**config.mk**
```make
export PLATFORM = sky130hd
export DESIGN_NAME = fuec_scrub_ctrl_13_8
export DESIGN_NICKNAME = d
export VERILOG_FILES = /design/src/rtl/fuec_13_8_pkg.sv /design/src/rtl/fuec_decoder_13_8.sv /design/src/rtl/fuec_encoder_13_8.sv /design/src/rtl/fuec_scrub_timer.sv /design/src/rtl/fuec_scrub_ctrl_13_8.sv
export SDC_FILE = /design/constraint.sdc
export NUM_CORES = 1
export LEC_CHECK = 0
export CORE_UTILIZATION = 53
export CTS_BUF_LIST = sky130_fd_sc_hd__clkbuf_2 sky130_fd_sc_hd__clkbuf_4 sky130_fd_sc_hd__clkbuf_8
export DETAILED_ROUTE_END_ITERATION = 8
export GPL_ROUTABILITY_DRIVEN = 0
export PLACE_DENSITY = 0.83
export SYNTH_ARGS = -nofsm -noshare
export SYNTH_HDL_FRONTEND = slang
export SYNTH_SLANG_ARGS = --single-unit
```
**constraint.sdc**
```tcl
create_clock -name clk -period 3.25 [get_ports clk]
set_input_delay 0.325 -clock clk [delete_from_list [all_inputs] [get_ports clk]]
set_output_delay 0.325 -clock clk [all_outputs]
set_load 0.03 [all_outputs]
```
**src/rtl/fuec_13_8_pkg.sv**
```systemverilog
// Shared widths, FSM state type and the Hamming check-bit function for the 13/8 SEC-DED scrubber.
package fuec_13_8_pkg;

  localparam int unsigned DATA_W   = 8;
  localparam int unsigned PAR_W    = 5;
  localparam int unsigned CW_W     = 13;
  localparam int unsigned DATA_MSB = 12;
  localparam int unsigned DATA_LSB = 5;

  typedef enum logic [2:0] {
    IDLE,
    RD,
    DEC,
    WB,
    WR
  } state_e;

  // Four Hamming check bits; data bit j uses H column 3,5,6,7,9,10,11,12 for j = 0..7.
  // cw[4] is the overall parity bit that turns SEC into SEC-DED.
  function automatic logic [PAR_W-2:0] hamming_chk(input logic [DATA_W-1:0] d);
    logic [PAR_W-2:0] c;
    c[0] = d[0] ^ d[1] ^ d[3] ^ d[4] ^ d[6];
    c[1] = d[0] ^ d[2] ^ d[3] ^ d[5] ^ d[6];
    c[2] = d[1] ^ d[2] ^ d[3] ^ d[7];
    c[3] = d[4] ^ d[5] ^ d[6] ^ d[7];
    return c;
  endfunction

endpackage

```
**src/rtl/fuec_decoder_13_8.sv**
```systemverilog
// Combinational SEC-DED decoder: corrects any single-bit error, flags double errors.
module fuec_decoder_13_8
  import fuec_13_8_pkg::*;
(
  input  logic [CW_W-1:0] r,
  output logic [CW_W-1:0] r_fix,
  output logic            no_error,
  output logic            corrected,
  output logic            uncorrectable
);

  logic [PAR_W-2:0] syn;
  logic             ovr;
  logic             pos_ok;
  logic [CW_W-1:0]  flip;

  // Syndrome to bit position; odd overall parity means a single (correctable) error.
  always_comb begin
    syn    = hamming_chk(r[DATA_MSB:DATA_LSB]) ^ r[PAR_W-2:0];
    ovr    = ^r;
    flip   = '0;
    pos_ok = 1'b1;
    case (syn)
      4'd0:    flip[4]  = 1'b1;
      4'd1:    flip[0]  = 1'b1;
      4'd2:    flip[1]  = 1'b1;
      4'd4:    flip[2]  = 1'b1;
      4'd8:    flip[3]  = 1'b1;
      4'd3:    flip[5]  = 1'b1;
      4'd5:    flip[6]  = 1'b1;
      4'd6:    flip[7]  = 1'b1;
      4'd7:    flip[8]  = 1'b1;
      4'd9:    flip[9]  = 1'b1;
      4'd10:   flip[10] = 1'b1;
      4'd11:   flip[11] = 1'b1;
      4'd12:   flip[12] = 1'b1;
      default: pos_ok   = 1'b0;
    endcase
    no_error      = (syn == '0) && !ovr;
    corrected     = ovr && pos_ok;
    uncorrectable = !no_error && !corrected;
    r_fix         = corrected ? (r ^ flip) : r;
  end

endmodule

```
**src/rtl/fuec_encoder_13_8.sv**
```systemverilog
// Combinational SEC-DED encoder: cw = {data, overall parity, check[3:0]}.
module fuec_encoder_13_8
  import fuec_13_8_pkg::*;
(
  input  logic [DATA_W-1:0] data,
  output logic [CW_W-1:0]   cw
);

  logic [PAR_W-2:0] chk;

  // Build the codeword from data and its check bits.
  always_comb begin
    chk = hamming_chk(data);
    cw  = {data, ^{data, chk}, chk};
  end

endmodule

```
**src/rtl/fuec_scrub_timer.sv**
```systemverilog
// Scrub interval timer and scrub address counter.
module fuec_scrub_timer #(
  parameter  int unsigned DEPTH          = 16,
  parameter  int unsigned SCRUB_INTERVAL = 256,
  localparam int unsigned ADDR_W         = $clog2(DEPTH),
  localparam int unsigned TMR_W          = (SCRUB_INTERVAL > 1) ? $clog2(SCRUB_INTERVAL) : 1
) (
  input  logic              clk,
  input  logic              rst_n,
  input  logic              scrub_en,
  input  logic              scrub_start,
  input  logic              scrub_adv,
  output logic              scrub_pend,
  output logic [ADDR_W-1:0] scrub_addr
);

  logic [TMR_W-1:0]  tmr_q, tmr_d;
  logic              pend_q, pend_d;
  logic [ADDR_W-1:0] addr_q, addr_d;

  // Timer tick sets pend (wins over a same-cycle start); disabling holds the timer and drops pend.
  always_comb begin
    tmr_d  = tmr_q;
    pend_d = pend_q;
    addr_d = addr_q;
    if (scrub_start) pend_d = 1'b0;
    if (!scrub_en) begin
      pend_d = 1'b0;
    end else if (tmr_q == TMR_W'(SCRUB_INTERVAL - 1)) begin
      tmr_d  = '0;
      pend_d = 1'b1;
    end else begin
      tmr_d = tmr_q + TMR_W'(1);
    end
    if (scrub_adv) addr_d = (addr_q == ADDR_W'(DEPTH - 1)) ? '0 : addr_q + ADDR_W'(1);
  end

  // Timer, pending flag and address registers.
  always_ff @(posedge clk) begin
    if (!rst_n) begin
      tmr_q  <= '0;
      pend_q <= 1'b0;
      addr_q <= '0;
    end else begin
      tmr_q  <= tmr_d;
      pend_q <= pend_d;
      addr_q <= addr_d;
    end
  end

  assign scrub_pend = pend_q;
  assign scrub_addr = addr_q;

endmodule

```
**src/rtl/fuec_scrub_ctrl_13_8.sv**
```systemverilog
// ECC memory controller: host read/write with SEC-DED correction, writeback and background scrub.
module fuec_scrub_ctrl_13_8
  import fuec_13_8_pkg::*;
#(
  parameter  int unsigned DEPTH          = 16,
  parameter  int unsigned SCRUB_INTERVAL = 256,
  localparam int unsigned ADDR_W         = $clog2(DEPTH)
) (
  input  logic              clk,
  input  logic              rst_n,
  input  logic              host_req,
  input  logic              host_we,
  input  logic [ADDR_W-1:0] host_addr,
  input  logic [DATA_W-1:0] host_wdata,
  output logic              host_gnt,
  output logic              host_rvalid,
  output logic [DATA_W-1:0] host_rdata,
  output logic              host_err,
  output logic              mem_en,
  output logic              mem_we,
  output logic [ADDR_W-1:0] mem_addr,
  output logic [CW_W-1:0]   mem_wdata,
  input  logic [CW_W-1:0]   mem_rdata,
  input  logic              scrub_en,
  output logic [15:0]       corr_cnt,
  output logic [15:0]       uncorr_cnt,
  output logic              busy
);

  state_e            state_q, state_d;
  logic              host_op_q, host_op_d;
  logic [ADDR_W-1:0] addr_q, addr_d;
  logic [DATA_W-1:0] wdata_q, wdata_d;
  logic [CW_W-1:0]   fix_q, fix_d;
  logic [15:0]       corr_q, corr_d;
  logic [15:0]       uncorr_q, uncorr_d;

  logic              scrub_pend, scrub_start, scrub_adv;
  logic [ADDR_W-1:0] scrub_addr;
  logic [CW_W-1:0]   enc_cw, r_fix;
  logic              dec_ok, dec_corr, dec_uncorr;

  fuec_encoder_13_8 u_enc (
    .data (wdata_q),
    .cw   (enc_cw)
  );

  fuec_decoder_13_8 u_dec (
    .r             (mem_rdata),
    .r_fix         (r_fix),
    .no_error      (dec_ok),
    .corrected     (dec_corr),
    .uncorrectable (dec_uncorr)
  );

  fuec_scrub_timer #(
    .DEPTH          (DEPTH),
    .SCRUB_INTERVAL (SCRUB_INTERVAL)
  ) u_timer (
    .clk         (clk),
    .rst_n       (rst_n),
    .scrub_en    (scrub_en),
    .scrub_start (scrub_start),
    .scrub_adv   (scrub_adv),
    .scrub_pend  (scrub_pend),
    .scrub_addr  (scrub_addr)
  );

  // State and datapath registers.
  always_ff @(posedge clk) begin
    if (!rst_n) begin
      state_q   <= IDLE;
      host_op_q <= 1'b0;
      addr_q    <= '0;
      wdata_q   <= '0;
      fix_q     <= '0;
      corr_q    <= '0;
      uncorr_q  <= '0;
    end else begin
      state_q   <= state_d;
      host_op_q <= host_op_d;
      addr_q    <= addr_d;
      wdata_q   <= wdata_d;
      fix_q     <= fix_d;
      corr_q    <= corr_d;
      uncorr_q  <= uncorr_d;
    end
  end

  // Next state: host beats scrub in IDLE; DEC picks writeback or return and bumps counters.
  always_comb begin
    state_d     = state_q;
    host_op_d   = host_op_q;
    addr_d      = addr_q;
    wdata_d     = wdata_q;
    fix_d       = fix_q;
    corr_d      = corr_q;
    uncorr_d    = uncorr_q;
    scrub_start = 1'b0;
    scrub_adv   = 1'b0;
    case (state_q)
      IDLE: begin
        if (host_req) begin
          host_op_d = 1'b1;
          addr_d    = host_addr;
          wdata_d   = host_wdata;
          state_d   = host_we ? WR : RD;
        end else if (scrub_pend) begin
          host_op_d   = 1'b0;
          addr_d      = scrub_addr;
          scrub_start = 1'b1;
          state_d     = RD;
        end
      end
      RD: state_d = DEC;
      DEC: begin
        fix_d     = r_fix;
        scrub_adv = !host_op_q;
        unique case (1'b1)
          dec_corr: begin
            corr_d  = (corr_q == '1) ? corr_q : corr_q + 16'd1;
            state_d = WB;
          end
          dec_uncorr: begin
            uncorr_d = (uncorr_q == '1) ? uncorr_q : uncorr_q + 16'd1;
            state_d  = IDLE;
          end
          dec_ok:  state_d = IDLE;
          default: state_d = IDLE;
        endcase
      end
      WB:      state_d = IDLE;
      WR:      state_d = IDLE;
      default: state_d = IDLE;
    endcase
  end

  // Outputs decoded from state; everything is forced low while reset is asserted.
  always_comb begin
    host_gnt    = 1'b0;
    host_rvalid = 1'b0;
    host_rdata  = '0;
    host_err    = 1'b0;
    mem_en      = 1'b0;
    mem_we      = 1'b0;
    mem_addr    = '0;
    mem_wdata   = '0;
    if (rst_n) begin
      case (state_q)
        IDLE: host_gnt = host_req;
        RD: begin
          mem_en   = 1'b1;
          mem_addr = addr_q;
        end
        DEC: begin
          if (host_op_q) begin
            host_rvalid = 1'b1;
            host_rdata  = r_fix[DATA_MSB:DATA_LSB];
            host_err    = dec_uncorr;
          end
        end
        WB: begin
          mem_en    = 1'b1;
          mem_we    = 1'b1;
          mem_addr  = addr_q;
          mem_wdata = fix_q;
        end
        WR: begin
          mem_en    = 1'b1;
          mem_we    = 1'b1;
          mem_addr  = addr_q;
          mem_wdata = enc_cw;
        end
        default: ;
      endcase
    end
  end

  assign corr_cnt   = corr_q;
  assign uncorr_cnt = uncorr_q;
  assign busy       = (state_q != IDLE);

endmodule

```
==> key figures <==
Critical path
  – Worst EP required: 2.92 ns
  – CP cell instances: clkdlybuf4s50_1, xnor2_2, xnor3_1, a211oi_2, a211oi_4, buf_4, a211oi_1, buf_4
  – CP Max Fanout: 11
  – CP endpoint: host_err
  – Crit path top cell by count: buf_4
  – Setup slack, reg-to-reg: 0.95 ns
  – CP startpoint: mem_rdata[5]
  – Reg-to-Reg Start: uncorr_cnt[6]
  – Slowest cell delay on critical path: 0.55 ns
  – Kind of critical path: in2out
  – FF-to-FF path depth: 7
  – RR Endpoint: uncorr_cnt[15]
  – CP startpoint kind: primary input
  – Worst setup EP type: output pin
  – Data arrival time of the critical path: 2.78 ns
  – CP max stage cell: xnor3_1

Timing
  – Final setup fails: 0
  – Fin crit period: 3.102 ns
  – PnR worst setup slack: 0.1482 ns
  – RSZ-0062 raised after global routing: false
  – Period utilization: 95.44%
  – Max-slew headroom: 61.97%
  – Final Hold Viols: 0
  – Slew @ Worst Pin: 0.5684 ns
  – Highest Clock Rate: 322.4 MHz
  – Fin Setup TNS: 0 ns
  – Setup Skew: 0.009296 ns
  – Slew Limit Fails: 0

Cells and area
  – Nets@finish: 629
  – Non-filler instance count after layout: 702
  – Register area: 1481 sq um
  – Layout Area Growth over Synthesis: 28.64%
  – Share of layout cells above drive strength 1: 11.67%
  – Most common cell after layout, fill and taps aside: nor2_1
  – Fill count: 603
  – Diodes inserted: 0
  – Footprint of the multi-input gates: 2639 sq um
  – Most frequent cells in the layout: 79 x nor2_1, 77 x clkdlybuf4s50_1, 74 x dfxtp_1

Logic synthesis
  – EDFF count, synth: 0
  – Sequential area share after synthesis: 34.89%
  – Async S/R FF share, synth: 0%
  – Syn Std Cell Area: 4247 sq um
  – #FFs+latches synth: 74
  – Top_reg_cell synth: dfxtp_1
  – Syn nets: 537
  – Synth cell types: 49
  – Yosys top cell area share: 34.89%
  – Syn. warnings: 0
  – Avg Inst Size Synth: 8.442 sq um
  – Mapped Cells: 503
  – Yosys top cell by area: dfxtp_1
  – Synth area leaders: dfxtp_1 35%, xnor2_1 9.9%, nor2_1 7.0%

Hold path
  – Hold crit path type: reg2reg
  – Hold Path Depth: 2

Die
  – Rows: 32
  – Die footprint: 8374 sq um
  – I/O pins: 93
  – Core Region: 7727 sq um
  – Chip width: 91.51 um
  – Die height: 91.51 um
  – Initial Util: 54.95%

Placement
  – IO buf count: 92
  – Dpl cells: 686
  – Post-Place Worst Slack: 0.1311 ns
  – Post-detail-place hpwl: 7761 um

GRT
  – GR Util met1: 32.50%
  – Pin count of the biggest net entering global routing: 35
  – Busiest grt layer: met2
  – Initial antenna violation count: 0
  – First-pass GRT wire length: 17660 um
  – Met3 usage: 3.434%
  – GRT Resource Usage Total: 25.99%
  – Vias in the first global route: 3817
  – Met2 Use GR: 44.80%
  – Congestion Overflow GR: 0

Drt
  – DR DRC count: 0
  – Drt first-iter violations: 192
  – Via density: 5.575
  – Via Count: 3914
  – Final WL: 10580 um
  – Post-DR wirelength/cell: 15.07 um
  – Final ANT Viol Nets: 0
  – Drt pass-1 iters: 4

Clock tree
  – Inserted Clock Buffers: 9
  – H-Tree Depth: 3
  – Clock Tree Buf Depth: 2
  – CTS sink cnt: 74
  – CTS Hold Bufs: 0
  – Clock Tree Root: clkbuf_8
  – Worst-Skew Late Latency: 0.35 ns
  – Post-CTS Setup Inserts: 0
  – CTS tree: built
  – CTS resizes: 0
  – Clock slew seen by the registers of the worst setup and hold paths: 0.08 ns

Job
  – Maxcap violations: 0

Pwr
  – PD cells: 438.6 nW/um^2
  – VDD IR max: 0.0002861 V
  – Leakage: 1.969 nW

Run status
  – Outcome: completed
## through the flow
step                      hold slack [ns]  area (sq um)  util (%)  total power (W)
after floorplan                    0.4587          4247         -         0.001498
after global placement             0.4731          5266     68.15         0.001667
after detailed placement           0.4799          5266     68.15         0.001685
after CTS                          0.4930          5463     70.69         0.002400
after global routing               0.5333          5463     70.69         0.002492
final                              0.4964          5463     70.69         0.002396
## routing by layer
layer / share of wire, % / routed length, um / up-vias
li1: - / - / 1948
met1: 45 / 4757 / 1840
met2: 49 / 5189 / 106
met3: 3.8 / 402 / 20
met4: 2.1 / 227 / 0
met5: 0 / 0 / -
## worst min-delay path by stage
stage                           startpoint               end  slack (ns)
after global placement    u_timer.tmr_q[7]  u_timer.tmr_q[7]        0.47
final                     u_timer.tmr_q[7]  u_timer.tmr_q[7]        0.50
after floorplan           u_timer.tmr_q[7]  u_timer.tmr_q[7]        0.46
after CTS                 u_timer.tmr_q[7]  u_timer.tmr_q[7]        0.49
after global routing            wdata_q[0]        wdata_q[0]        0.53
after detailed placement  u_timer.tmr_q[7]  u_timer.tmr_q[7]        0.48
## registers in the layout (all words and copies together) (netlist names)
name and count:
uncorr_cnt 16, fix_q 13, u_timer.tmr_q 8, addr_q 4
wdata_q 8, corr_cnt 16, u_timer.scrub_pend 1, state_q 3
u_timer.scrub_addr 4, host_op_q 1
## power by group
| part | switching [W] | internal (W) | leakage (nW) |
|---|---|---|---|
| clock network | 0.000356 | 0.000365 | 0.100 |
| registers | 0.0000413 | 0.000948 | 0.600 |
| logic | 0.000397 | 0.000289 | 1.27 |
| total | 0.000794 | 0.00160 | 1.97 |
## critical path: cells and delay by family
family / cells / cell delay, ns
AOI/OAI and AO/OA: 3 / 0.65
xor gates and xnor gates: 2 / 0.88
buffers and inverters: 3 / 0.92
## final cells by class
type	instances	area share, %
multi-input combinational	397	48.31
tap	102	2.336
sequential	74	27.12
clock buffer	10	2.405
timing repair buffer	107	18.23
clock inverter	6	1.191
inverter	6	0.4123
## logic make-up after synthesis
logic type	share of synthesized area [%]
AO/OA/AOI/OAI	17.12
XOR/XNOR	16.88
flip-flops	34.89
AND/OR/NAND/NOR	23.57
adder cells (fa/ha/maj)	1.179
multiplexers	3.094
buffers and inverters	3.270
## synth_stat cells, types with 2 or more instances
library cell	n
a2111o_1	2
a2111oi_2	6
a211oi_1	10
a211oi_2	3
a211oi_4	2
a21oi_1	35
a22oi_1	13
and2_1	8
and3_1	10
and4_1	6
buf_2	3
buf_6	2
clkbuf_1	20
dfxtp_1	74
ha_1	4
inv_1	6
mux2i_1	12
nand2_1	44
nand2b_1	8
nand3_1	18
nand3b_1	3
nand4_1	10
nor2_1	79
nor3_1	6
o21ai_0	15
o21ai_1	4
o31ai_1	4
or3_1	5
or4_1	4
xnor2_1	48
xnor2_2	2
xnor3_1	3
xnor3_2	2
xor2_1	17
(Power assumes the default switching activity.)
